===== src/rtl/vend_autoplay.sv =====
// vend_autoplay: scripted customer for the vending machine front panel (coin/select presses, LED readback).
// Optional watchdog on the wait states: define VEND_AUTOPLAY_TIMEOUT_EN.
module vend_autoplay #(
    parameter int unsigned PRESS_CYCLES   = 2_500_000,
    parameter int unsigned GAP_CYCLES     = 2_500_000,
    parameter int unsigned COINS_PER_VEND = 1,
    parameter int unsigned TIMEOUT_CYCLES = 50_000_000
) (
    input  logic       clk50,
    input  logic       rst_n,
    input  logic       start,
    input  logic [7:0] n_vends,
    input  logic       led_ready,
    input  logic       led_busy,
    input  logic       led_done,
    input  logic       led_error,
    output logic       btn_coin,
    output logic       btn_select,
    output logic       active,
    output logic       run_done,
    output logic [7:0] pass_cnt,
    output logic [7:0] fail_cnt,
    output logic       timeout_flag
);

    localparam int unsigned TMAX = (PRESS_CYCLES > GAP_CYCLES) ? PRESS_CYCLES : GAP_CYCLES;
    localparam int unsigned TW   = $clog2(TMAX + 1);
    localparam logic [TW-1:0] PRESS_LAST = TW'(PRESS_CYCLES - 1);
    localparam logic [TW-1:0] GAP_LAST   = TW'(GAP_CYCLES - 1);
    localparam logic [4:0]    COINS      = 5'(COINS_PER_VEND);

    typedef enum logic [2:0] {
        IDLE, WAIT_READY, PRESS_COIN, GAP_COIN, PRESS_SEL, WAIT_RESULT, FINISH
    } state_t;

    state_t        state;
    logic [TW-1:0] timer;
    logic [3:0]    coin_idx;
    logic [7:0]    vend_idx;
    logic [7:0]    n_latched;
    logic          wd_expired;
    logic          wait_exit;
    logic          last_vend;
    logic          unused_busy;

    assign unused_busy = led_busy;
    assign last_vend   = (vend_idx + 8'd1) == n_latched;
    assign wait_exit   = ((state == WAIT_READY) && (led_ready || wd_expired)) ||
                         ((state == WAIT_RESULT) && (led_done || led_error || wd_expired));

`ifdef VEND_AUTOPLAY_TIMEOUT_EN
    localparam int unsigned WW = $clog2(TIMEOUT_CYCLES + 1);
    logic [WW-1:0] wd;

    assign wd_expired = ((state == WAIT_READY) || (state == WAIT_RESULT)) &&
                        (wd == WW'(TIMEOUT_CYCLES - 1));

    // Leaving a wait state (including WAIT_RESULT -> WAIT_READY) restarts the count.
    always_ff @(posedge clk50 or negedge rst_n) begin
        if (!rst_n)
            wd <= '0;
        else if (((state == WAIT_READY) || (state == WAIT_RESULT)) && !wait_exit)
            wd <= wd + WW'(1);
        else
            wd <= '0;
    end
`else
    assign wd_expired = 1'b0;
`endif

    always_ff @(posedge clk50 or negedge rst_n) begin
        if (!rst_n) begin
            state        <= IDLE;
            timer        <= '0;
            coin_idx     <= '0;
            vend_idx     <= '0;
            n_latched    <= '0;
            btn_coin     <= 1'b0;
            btn_select   <= 1'b0;
            active       <= 1'b0;
            run_done     <= 1'b0;
            pass_cnt     <= '0;
            fail_cnt     <= '0;
            timeout_flag <= 1'b0;
        end else begin
            run_done <= 1'b0;
            case (state)
                IDLE: begin
                    if (start && !run_done) begin
                        n_latched    <= n_vends;
                        vend_idx     <= '0;
                        pass_cnt     <= '0;
                        fail_cnt     <= '0;
                        timeout_flag <= 1'b0;
                        if (n_vends == 8'd0) begin
                            run_done <= 1'b1;
                        end else begin
                            active <= 1'b1;
                            state  <= WAIT_READY;
                        end
                    end
                end
                WAIT_READY: begin
                    if (led_ready) begin
                        btn_coin <= 1'b1;
                        timer    <= '0;
                        coin_idx <= '0;
                        state    <= PRESS_COIN;
                    end else if (wd_expired) begin
                        timeout_flag <= 1'b1;
                        fail_cnt     <= fail_cnt + 8'd1;
                        vend_idx     <= vend_idx + 8'd1;
                        state        <= last_vend ? FINISH : WAIT_READY;
                    end
                end
                PRESS_COIN: begin
                    if (timer == PRESS_LAST) begin
                        btn_coin <= 1'b0;
                        timer    <= '0;
                        state    <= GAP_COIN;
                    end else begin
                        timer <= timer + TW'(1);
                    end
                end
                GAP_COIN: begin
                    if (timer == GAP_LAST) begin
                        timer    <= '0;
                        coin_idx <= coin_idx + 4'd1;
                        if (({1'b0, coin_idx} + 5'd1) < COINS) begin
                            btn_coin <= 1'b1;
                            state    <= PRESS_COIN;
                        end else begin
                            btn_select <= 1'b1;
                            state      <= PRESS_SEL;
                        end
                    end else begin
                        timer <= timer + TW'(1);
                    end
                end
                PRESS_SEL: begin
                    if (timer == PRESS_LAST) begin
                        btn_select <= 1'b0;
                        timer      <= '0;
                        state      <= WAIT_RESULT;
                    end else begin
                        timer <= timer + TW'(1);
                    end
                end
                WAIT_RESULT: begin
                    if (led_done || led_error || wd_expired) begin
                        if (led_error) begin
                            fail_cnt <= fail_cnt + 8'd1;
                        end else if (led_done) begin
                            pass_cnt <= pass_cnt + 8'd1;
                        end else begin
                            timeout_flag <= 1'b1;
                            fail_cnt     <= fail_cnt + 8'd1;
                        end
                        vend_idx <= vend_idx + 8'd1;
                        state    <= last_vend ? FINISH : WAIT_READY;
                    end
                end
                FINISH: begin
                    run_done <= 1'b1;
                    active   <= 1'b0;
                    state    <= IDLE;
                end
                default: state <= IDLE;
            endcase
        end
    end

endmodule

===== config.mk =====
export PLATFORM = sky130hd
export DESIGN_NAME = vend_autoplay
export DESIGN_NICKNAME = d
export VERILOG_FILES = /design/src/rtl/vend_autoplay.sv
export SDC_FILE = /design/constraint.sdc
export NUM_CORES = 1
export LEC_CHECK = 0
export BUFFER_PORTS_ARGS = -buffer_cell sky130_fd_sc_hd__buf_2
export CAP_MARGIN = 40
export CELL_PAD_IN_SITES_DETAIL_PLACEMENT = 2
export CELL_PAD_IN_SITES_GLOBAL_PLACEMENT = 2
export CORE_MARGIN = 2
export CORE_UTILIZATION = 36
export CTS_CLUSTER_DIAMETER = 150
export DETAILED_ROUTE_END_ITERATION = 16
export PLACE_DENSITY = 0.77
export SYNTH_ARGS = -nofsm -noshare
export SYNTH_HDL_FRONTEND = slang
export SYNTH_SLANG_ARGS = --single-unit
export TNS_END_PERCENT = 5

===== constraint.sdc =====
create_clock -name clk50 -period 3 [get_ports clk50]
set_input_delay 0.3 -clock clk50 [delete_from_list [all_inputs] [get_ports clk50]]
set_output_delay 0.3 -clock clk50 [all_outputs]
set_load 0.02 [all_outputs]

==> run metrics, run 1 <==
kind of critical path=flip-flop to flip-flop; DP HPWL=7650 µm; final instance area=between 4000 and 5000 µm²; RR Startpoint=vend_idx[0]; RSZ-0062 raised after global routing=no; DR iter-0 viols=80; Max stage delay cell, worst path=a2111oi_0; ant diodes=0; slowest cell delay on critical path=0.50 ns; Final Max Tran Viols=0; Placement Cell Area=3900 µm²; Power Internal=1.42 mW; final setup skew=0.0102 ns; clock root buffer=clkbuf_8; Comb power frac=0.026; Post-CTS Setup Inserts=0; reg2reg end=state[1]; max-cap violation count=0; total power=1.82 mW; crit start category=flip-flop; Clk pin slew, worst setup/hold paths=~0.080 ns; Port Buffers=34; vias in the first global route=3550; Worst Setup End Kind=flip-flop; # hold bufs at CTS=1; H-tree depth=3; average vias per placed instance=about 5.4; Sw Ratio=0.222; IO Pins=36; Final Hold Viols=0; die area=10700 µm²; period utilisation layout=0.775; Routed Antenna Nets=0; CTS tree=built; total core area=9680 µm²; asr flop ratio synth=1.00; most common cell after layout, fill and taps aside=dfrtp_1; hold path startpoint=n_vends[0]; Fmax=430 MHz; Slew HR=0.605; TritonCTS buffer count=9; Overall Global Routing Usage=0.210; VDD IR max=0.166 mV; Critical Path AT=2.61 ns; status=finished, final reports clean; Clock Path Buffers=2; synthesized instance count=399; static leakage=1.97 nW; Die H=104 µm; P_sw=404 µW; register area share after synthesis=0.463; worst skew pair latency=0.35 ns; worst path cell trace=ha_1, inv_1, a21oi_1, a221oi_1, a2111oi_0, buf_4, a211o_1, and3_1; post-CTS sizing=0; # setup viols final=0; Ys Warns=0; R2R Setup Slk=0.67 ns; die width=104 µm; Final nets=459; Mapped Area=3570 µm²; Hold WC Path Type=primary input to flip-flop; routed vias=approximately 3.1k; pin count of the biggest net entering global routing=26; CP max FO=7; hold-critical path endpoint=n_latched[0]; worst-margin pin slew=between 0.5 and 0.6 ns; CP Data Required Time=between 3 and 4 ns; Synth Net Count=419; Syn Area/Cell=8.94 µm²; fraction of layout cells with a size suffix above 1=0.151; initial antenna violation count=0; commonest non-fill, non-tap cells in the layout=dfrtp_1 (66), nand2_1 (59), nor2_1 (49); Post-synth EDFFs=0; Hold WS=0.162 ns; gpl congestion=0.749; clock tree sinks=between 60 and 70; Syn-to-layout area delta=16.1%; DRT Pass-1 Iters=4; synth unique cells=58; Period minus WS final=2.33 ns; initial core utilization=0.368; total routed wirelength=10500 µm; FP Rows=36; Power per Cell Area=440 nW/µm²; WL per Instance=roughly 18 µm; worst slack at placement=around 0.65 ns; prevailing post-synth register cell=dfrtp_1; Clk pwr share=0.484; setup TNS=0 ns; gr ovfl total=0; final worst slack=0.674 ns; WHS Path Cells=3; first-pass GRT wire length=around 18000 µm; R2R cell count=8; Post-route DRC=0; post-synthesis register bit count=66; Flop pwr share=0.490
[critical path, delay by kind of cell (launching register included)]
kind,cells,cell delay [ns]
AOI/OAI and AO/OA,4,0.91
buffers and inverters,2,0.36
and+or+nand+nor,1,0.15
adders and majority gates,1,0.36
DFF,1,0.48
[Yosys cell counts (2+ instances only)]
| library cell | count | area (µm²) |
|---|---|---|
| nor4_1 | 3 | 18.8 |
| or2_2 | 3 | 18.8 |
| ha_1 | 5 | 62.6 |
| nand2b_1 | 2 | 12.5 |
| dfrtp_1 | 66 | 1650 |
| mux2i_1 | 2 | 20.0 |
| o41ai_1 | 2 | 17.5 |
| nor2_1 | 49 | 184 |
| nand4_1 | 12 | 75.1 |
| xnor2_1 | 13 | 114 |
| nor4b_1 | 2 | 17.5 |
| a22o_1 | 4 | 35.0 |
| or3_1 | 6 | 37.5 |
| a31oi_1 | 2 | 12.5 |
| nand3_1 | 14 | 70.1 |
| and2_1 | 4 | 25.0 |
| nand3b_1 | 4 | 30.0 |
| a21oi_1 | 20 | 100 |
| o32ai_1 | 2 | 17.5 |
| o22ai_1 | 2 | 12.5 |
| nor3_1 | 9 | 45.0 |
| inv_1 | 11 | 41.3 |
| xor2_1 | 23 | 201 |
| nand2_1 | 59 | 221 |
| and3_1 | 9 | 56.3 |
| o21ai_0 | 23 | 115 |
| clkbuf_1 | 11 | 41.3 |
| buf_2 | 4 | 20.0 |
| o31ai_1 | 3 | 22.5 |
| and2b_1 | 2 | 15.0 |
[flip-flops by register name, summed over array words and instances, names as in the netlist]
name,flops
timeout_flag,1
timer,22
active,1
run_done,1
btn_coin,1
coin_idx,4
vend_idx,8
btn_select,1
state,3
fail_cnt,8
pass_cnt,8
n_latched,8
[worst max-delay path by stage]
stage,start,endpoint,slack [ns]
after floorplan,state[1],timer[20],0.86
after global placement,vend_idx[0],state[0],0.68
after detailed placement,vend_idx[0],state[2],0.65
after CTS,vend_idx[0],state[1],0.61
after global routing,vend_idx[0],state[2],0.31
final,vend_idx[0],state[1],0.67
[kinds of logic after synthesis]
group,Yosys count,share of synthesized area
AND/OR/NAND/NOR,186,0.252
flip-flops,66,0.463
adder cells (fa/ha/maj),6,0.0204
buffers and inverters,27,0.0319
AO/OA/AOI/OAI,75,0.135
multiplexers,3,0.00877
XOR/XNOR,36,0.0884
[power by group through the flow]
| stage | logic, mW | registers (mW) | clock network, mW |
|---|---|---|---|
| after floorplan | 0.00833 | 0.912 | 0 |
| after global placement | 0.0462 | 0.911 | 0 |
| after detailed placement | 0.0480 | 0.911 | 0 |
| after CTS | 0.0493 | 0.894 | 0.900 |
| final | 0.0474 | 0.894 | 0.883 |
| after global routing | 0.0545 | 0.894 | 0.940 |
[final cells by class]
| class | count | area (µm²) |
|---|---|---|
| multi-input cells | 306 | 1800 |
| well taps | 133 | 166 |
| flip-flops and latches | 66 | 1650 |
| inverters | 11 | 41.3 |
| clock inverters | 4 | 73.8 |
| clock buffers | 12 | 155 |
| repair buffers | 45 | 253 |
| fillers | 1104 | 5540 |
[stage by stage]
stage | instances | utilization
after floorplan | 399 | -
after global placement | 559 | 0.402
after detailed placement | 560 | 0.403
after CTS | 577 | 0.428
after global routing | 577 | 0.428
final | 577 | 0.428
[routing by layer]
| metal | track usage | wire length [µm] |
|---|---|---|
| met4 | 0.0560 | 128 |
| met2 | 0.381 | 5580 |
| met1 | 0.258 | 4570 |
| met3 | 0.0371 | 241 |
| met5 | 0 | 0 |
(Power assumes the default switching activity.)
==> run 2: changes to the inputs <==
CORE_UTILIZATION = 33   (was 36)
PLACE_DENSITY = 0.74   (was 0.77)
clock period = 2 ns   (was 3 ns; I/O delays follow)
==> run 2 against run 1 <==
Compared with the run above: the flow now finishes with violations (setup timing); clock skew is 0.0028 ns lower; register-to-register slack worse by 0.70 ns; clock-buffer cell count is 2 lower; via count is 4.5% higher; non-clock buffer count is 35 higher; clock power is 23% higher; core utilization is 0.51 points higher; sequential cell count stayed put; first-iteration DRC count is 24% higher; final area is 8.9% higher; global-route usage is 0.47 points lower; critical path type unchanged; critical endpoint is now timer[16]; largest power group unchanged; highest routed layer unchanged.
==> run metrics, run 2 (synthesized netlist as in run 1, its figures left out) <==
RR Startpoint=state[0]; worst skew pair latency=between 0.3 and 0.4 ns; VDD IR max=0.244 mV; Slew HR=0.640; WL per Instance=18.3 µm; CTS tree=built; largest reg by FF count=timer; max-cap violation count=0; Period minus WS final=2.02 ns; TritonCTS buffer count=9; static leakage=2.15 nW; gpl congestion=0.770; Post-route DRC=0; FP Rows=37; die width=~110 µm; CP max FO=5; RSZ-0062 raised after global routing=yes; # setup viols final=3; Largest delay share family, worst path=simple AND/OR/NAND/NOR gates; CP Data Required Time=~2.3 ns; final setup skew=~0.0075 ns; met2 Use GR=0.351; gr ovfl total=0; final non-filler cell total=613; clock root buffer=clkbuf_8; total power=approximately 2.5 mW; Syn-to-layout area delta=26.4%; gr busiest metal=met2; ant diodes=0; failing checks=setup timing; DR iter-0 viols=99; kind of critical path=flip-flop to flip-flop; DP HPWL=7880 µm; Max stage delay cell, worst path=or4b_4; pin count of the biggest net entering global routing=48; Clock Path Buffers=2; initial core utilization=0.342; final worst slack=-0.0219 ns; Critical Path AT=2.27 ns; Final Max Tran Viols=0; routing usage on met3=0.0253; first-pass GRT wire length=18600 µm; met1 global-route usage=0.265; H-tree depth=3; total core area=10400 µm²; fraction of layout cells with a size suffix above 1=0.262; commonest non-fill, non-tap cells in the layout=dfrtp_1 (63), nand2_1 (59), nor2_1 (46); initial antenna violation count=0; Routed Antenna Nets=0; hold path startpoint=n_vends[2]; routed vias=3264; Final nets=494; Hold WC Path Type=primary input to flip-flop; clock tree sinks=66; Fmax=495 MHz; Buf/Inv on CP=0; Final Hold Viols=0; worst slack at placement=-0.242 ns; Port Buffers=34; average vias per placed instance=5.32; Clk pin slew, worst setup/hold paths=approximately 0.070 ns; status=finished, violations left; total routed wirelength=roughly 11000 µm; worst path cell trace=or3b_4, o21a_1, or4b_4, and2b_1, xnor2_1, nor2_1; worst-margin pin slew=0.540 ns; Overall Global Routing Usage=0.206; Die H=108 µm; die area=11700 µm²; most common cell after layout, fill and taps aside=dfrtp_1; period utilisation layout=1.01; Worst Setup End Kind=flip-flop; crit start category=flip-flop; worst setup path startpoint=state[0]; Largest register FFs=22; Power per Cell Area=557 nW/µm²; slowest cell delay on critical path=0.56 ns; DRT Pass-1 Iters=4; vias in the first global route=3611; Post-Place Cells=about 600; IO Pins=36
run 2: cell count changes in the layout (fill, tap and decap cells not counted), sizes merged:
cell    change
buf        +35
bufinv      -1
clkbuf      -2
clkinv      +1
run 2: through the flow:
step	utilization	hold WS, ns	TNS, ns	cell area [µm²]
after floorplan	-	-0.0956	-0.893	3570
after global placement	0.400	0.207	-0.638	4170
after detailed placement	0.400	0.216	-0.928	4170
after CTS	0.424	0.0531	-0.0750	4420
after global routing	0.433	0.0661	-0.810	4510
final	0.433	0.0625	-0.0542	4510
run 2: cell type report:
class / count / area (µm²)
Sequential cell: 66 / 1660
Clock inverter: 4 / 45.0
Tap cell: 136 / 170
Inverter: 11 / 41.3
Multi-Input combinational cell: 306 / 1930
Clock buffer: 10 / 128
Timing Repair Buffer: 80 / 534
Fill cell: 1167 / 5910
run 2: worst min-delay path: stages:
cell     delay (ns)
buf_2          0.09
nand2_1        0.05
nand2_1        0.05
run 2: where the power goes:
part	switching, mW	total [mW]	leakage [nW]	internal [mW]
Combinational	0.0525	0.0767	1.19	0.0242
Clock	0.537	1.09	0.0918	0.556
Sequential	0.00438	1.34	0.873	1.34
Total	0.594	2.51	2.15	1.92
run 2: repair_timing:
item	4_1_cts	5_1_grt
resized for setup	12	19
endpoints found under the setup margin	9	37
hold endpoints to repair	19	0
hold buffers	1	0
setup buffers	1	1
pin swaps	3	7
run 2: routing by layer:
layer  wire, µm  vias up
li1           -     1541
met1       5160     1671
met2       5630       38
met3        250       14
met4        182        0
met5          0        -
run 2: worst paths after layout:
path,to,slack [ns],depth (start not counted)
worst max-delay path,timer[16],-0.02,6
worst min-delay path,n_latched[2],0.06,3
worst max register to register,timer[16],-0.02,6
worst min register to register,timeout_flag,0.49,1
max in group asynchronous,timer[7],0.99,3
min in group asynchronous,vend_idx[3],0.35,2
==> run 3: changes to the inputs <==
BUFFER_PORTS_ARGS = unset   (was -buffer_cell sky130_fd_sc_hd__buf_2)
CORE_UTILIZATION = 35   (was 33)
DONT_BUFFER_PORTS = 1   (was unset)
PLACE_DENSITY = 0.73   (was 0.74)
RECOVER_POWER = 25   (was unset)
==> run 3 against run 2 <==
Compared with the run above: largest power group unchanged; clock skew up 0.0029 ns; first-iteration DRC count grew 34%; worst hold slack got worse by 0.013 ns; via count is 2.8% lower; clock-buffer cell count fell by 1; the run still ends with setup timing left.
==> run metrics, run 3 (synthesized netlist as in run 1, its figures left out) <==
status=finished, violations left; failing checks=setup timing; final non-filler cell total=~580; TritonCTS buffer count=9; DRT Pass-1 Iters=4; Syn-to-layout area delta=24.2%; Hold WS=0.0492 ns; R2R Setup Slk=-0.01 ns; die area=11000 µm²; setup TNS=-0.0170 ns; Largest delay share family, worst path=simple AND/OR/NAND/NOR gates; final setup skew=0.0104 ns; largest reg by FF count=timer; H-tree depth=3; die width=~100 µm; register area=1660 µm²; worst setup path startpoint=state[1]; total core area=between 9000 and 10000 µm²; Max stage delay cell, worst path=or4b_4; final worst slack=-0.0131 ns; worst-margin pin slew=0.955 ns; fraction of layout cells with a size suffix above 1=0.200; RSZ-0062 raised after global routing=yes; gpl congestion=0.790; slowest cell delay on critical path=between 0.5 and 0.6 ns; pin count of the biggest net entering global routing=67; Largest register FFs=22; Fmax=about 500 MHz; Clk pin slew, worst setup/hold paths=0.08 ns; Power per Cell Area=~600 nW/µm²; period utilisation layout=1.01; static leakage=2.02 nW; total routed wirelength=11400 µm; worst skew pair latency=around 0.36 ns; Critical Path AT=about 2.3 ns; Buf/Inv on CP=0; clock tree sinks=66; worst path cell trace=or3b_4, o21a_1, or4b_4, or3_1, a21oi_1; RR Startpoint=state[1]; crit start category=flip-flop; total power=2.58 mW; cell depth of the worst setup path=5; CTS tree=built; Layout fillers=1116; vias in the first global route=3597; Hold WC Path Type=primary input to flip-flop; ant diodes=0; Final Max Tran Viols=0; DP HPWL=7700 µm; Routed Antenna Nets=0; CP max FO=5; FP Rows=36; clock root buffer=clkbuf_8; worst slack at placement=-0.240 ns; first-pass GRT wire length=19000 µm; Clock Path Buffers=2; Port Buffers=0; most common cell after layout, fill and taps aside=dfrtp_1; DR iter-0 viols=133; initial core utilization=0.363; routed vias=3172; area of the multi-input gates=between 1500 and 2000 µm²; VDD IR max=0.239 mV; Final nets=466; average vias per placed instance=5.43; utilization after layout=0.451; gr ovfl total=0; max-cap violation count=0; Period minus WS final=2.01 ns; commonest non-fill, non-tap cells in the layout=dfrtp_1 (63), nand2_1 (59), nor2_1 (47); Die H=105 µm; kind of critical path=flip-flop to flip-flop; Worst Setup EP=timer[20]; Slew HR=0.363; initial antenna violation count=0; Final Hold Viols=0; Post-route DRC=0; R2R cell count=5; Post-Place Cells=557; final instance area=about 4400 µm²; reg2reg end=timer[20]; Placement Cell Area=3980 µm²; CP Data Required Time=roughly 2.3 ns; WL per Instance=19.5 µm; IO Pins=36; # setup viols final=2; Worst Setup End Kind=flip-flop; Overall Global Routing Usage=0.219
[run 3: layer usage]
layer / vias to the layer above / routed length [µm] / part of all wire / track usage
met5: - / 0 / 0 / 0
met4: 0 / 149 / 0.013 / 0.0667
met3: 13 / 294 / 0.026 / 0.0405
met2: 40 / 5900 / 0.52 / 0.390
met1: 1627 / 5060 / 0.44 / 0.268
li1: 1492 / - / - / -
[run 3: final cells by class]
class                   count  share of cell area
clock buffers               9              0.0280
multi-input cells         306               0.437
repair buffers             52              0.0969
flip-flops and latches     66               0.374
clock inverters             7              0.0175
inverters                  11             0.00932
well taps                 133              0.0376
[run 3: how the worst min path moves through the flow]
stage,startpoint,to,cells after the start
detailed placement,rst_n,vend_idx[4],0
global route,led_error,fail_cnt[0],2
CTS,led_error,fail_cnt[0],2
floorplan,rst_n,active,0
finish,led_error,fail_cnt[0],2
global placement,rst_n,vend_idx[4],0
[run 3: worst reg2reg max path: stages, from the launching register on]
cell,delay [ns]
dfrtp_1,0.39
or3b_4,0.41
o21a_1,0.13
or4b_4,0.56
or3_1,0.32
a21oi_1,0.13
[run 3: where the power goes]
part           total [mW]  internal [mW]  leakage [nW]  switching (mW)
clock                1.18          0.586         0.100           0.592
sequential           1.34           1.34         0.873         0.00759
combinational      0.0610         0.0204          1.04          0.0407
total                2.58           1.94          2.02           0.640
[run 3: repair_timing]
action | in CTS | in global routing
gates resized for setup | 13 | 17
gates cloned | 0 | 0
hold buffers | 10 | 0
setup buffers | 0 | 1
endpoints found under the setup margin | 19 | 24
hold endpoints to repair | 74 | 0
pin swaps | 3 | 5
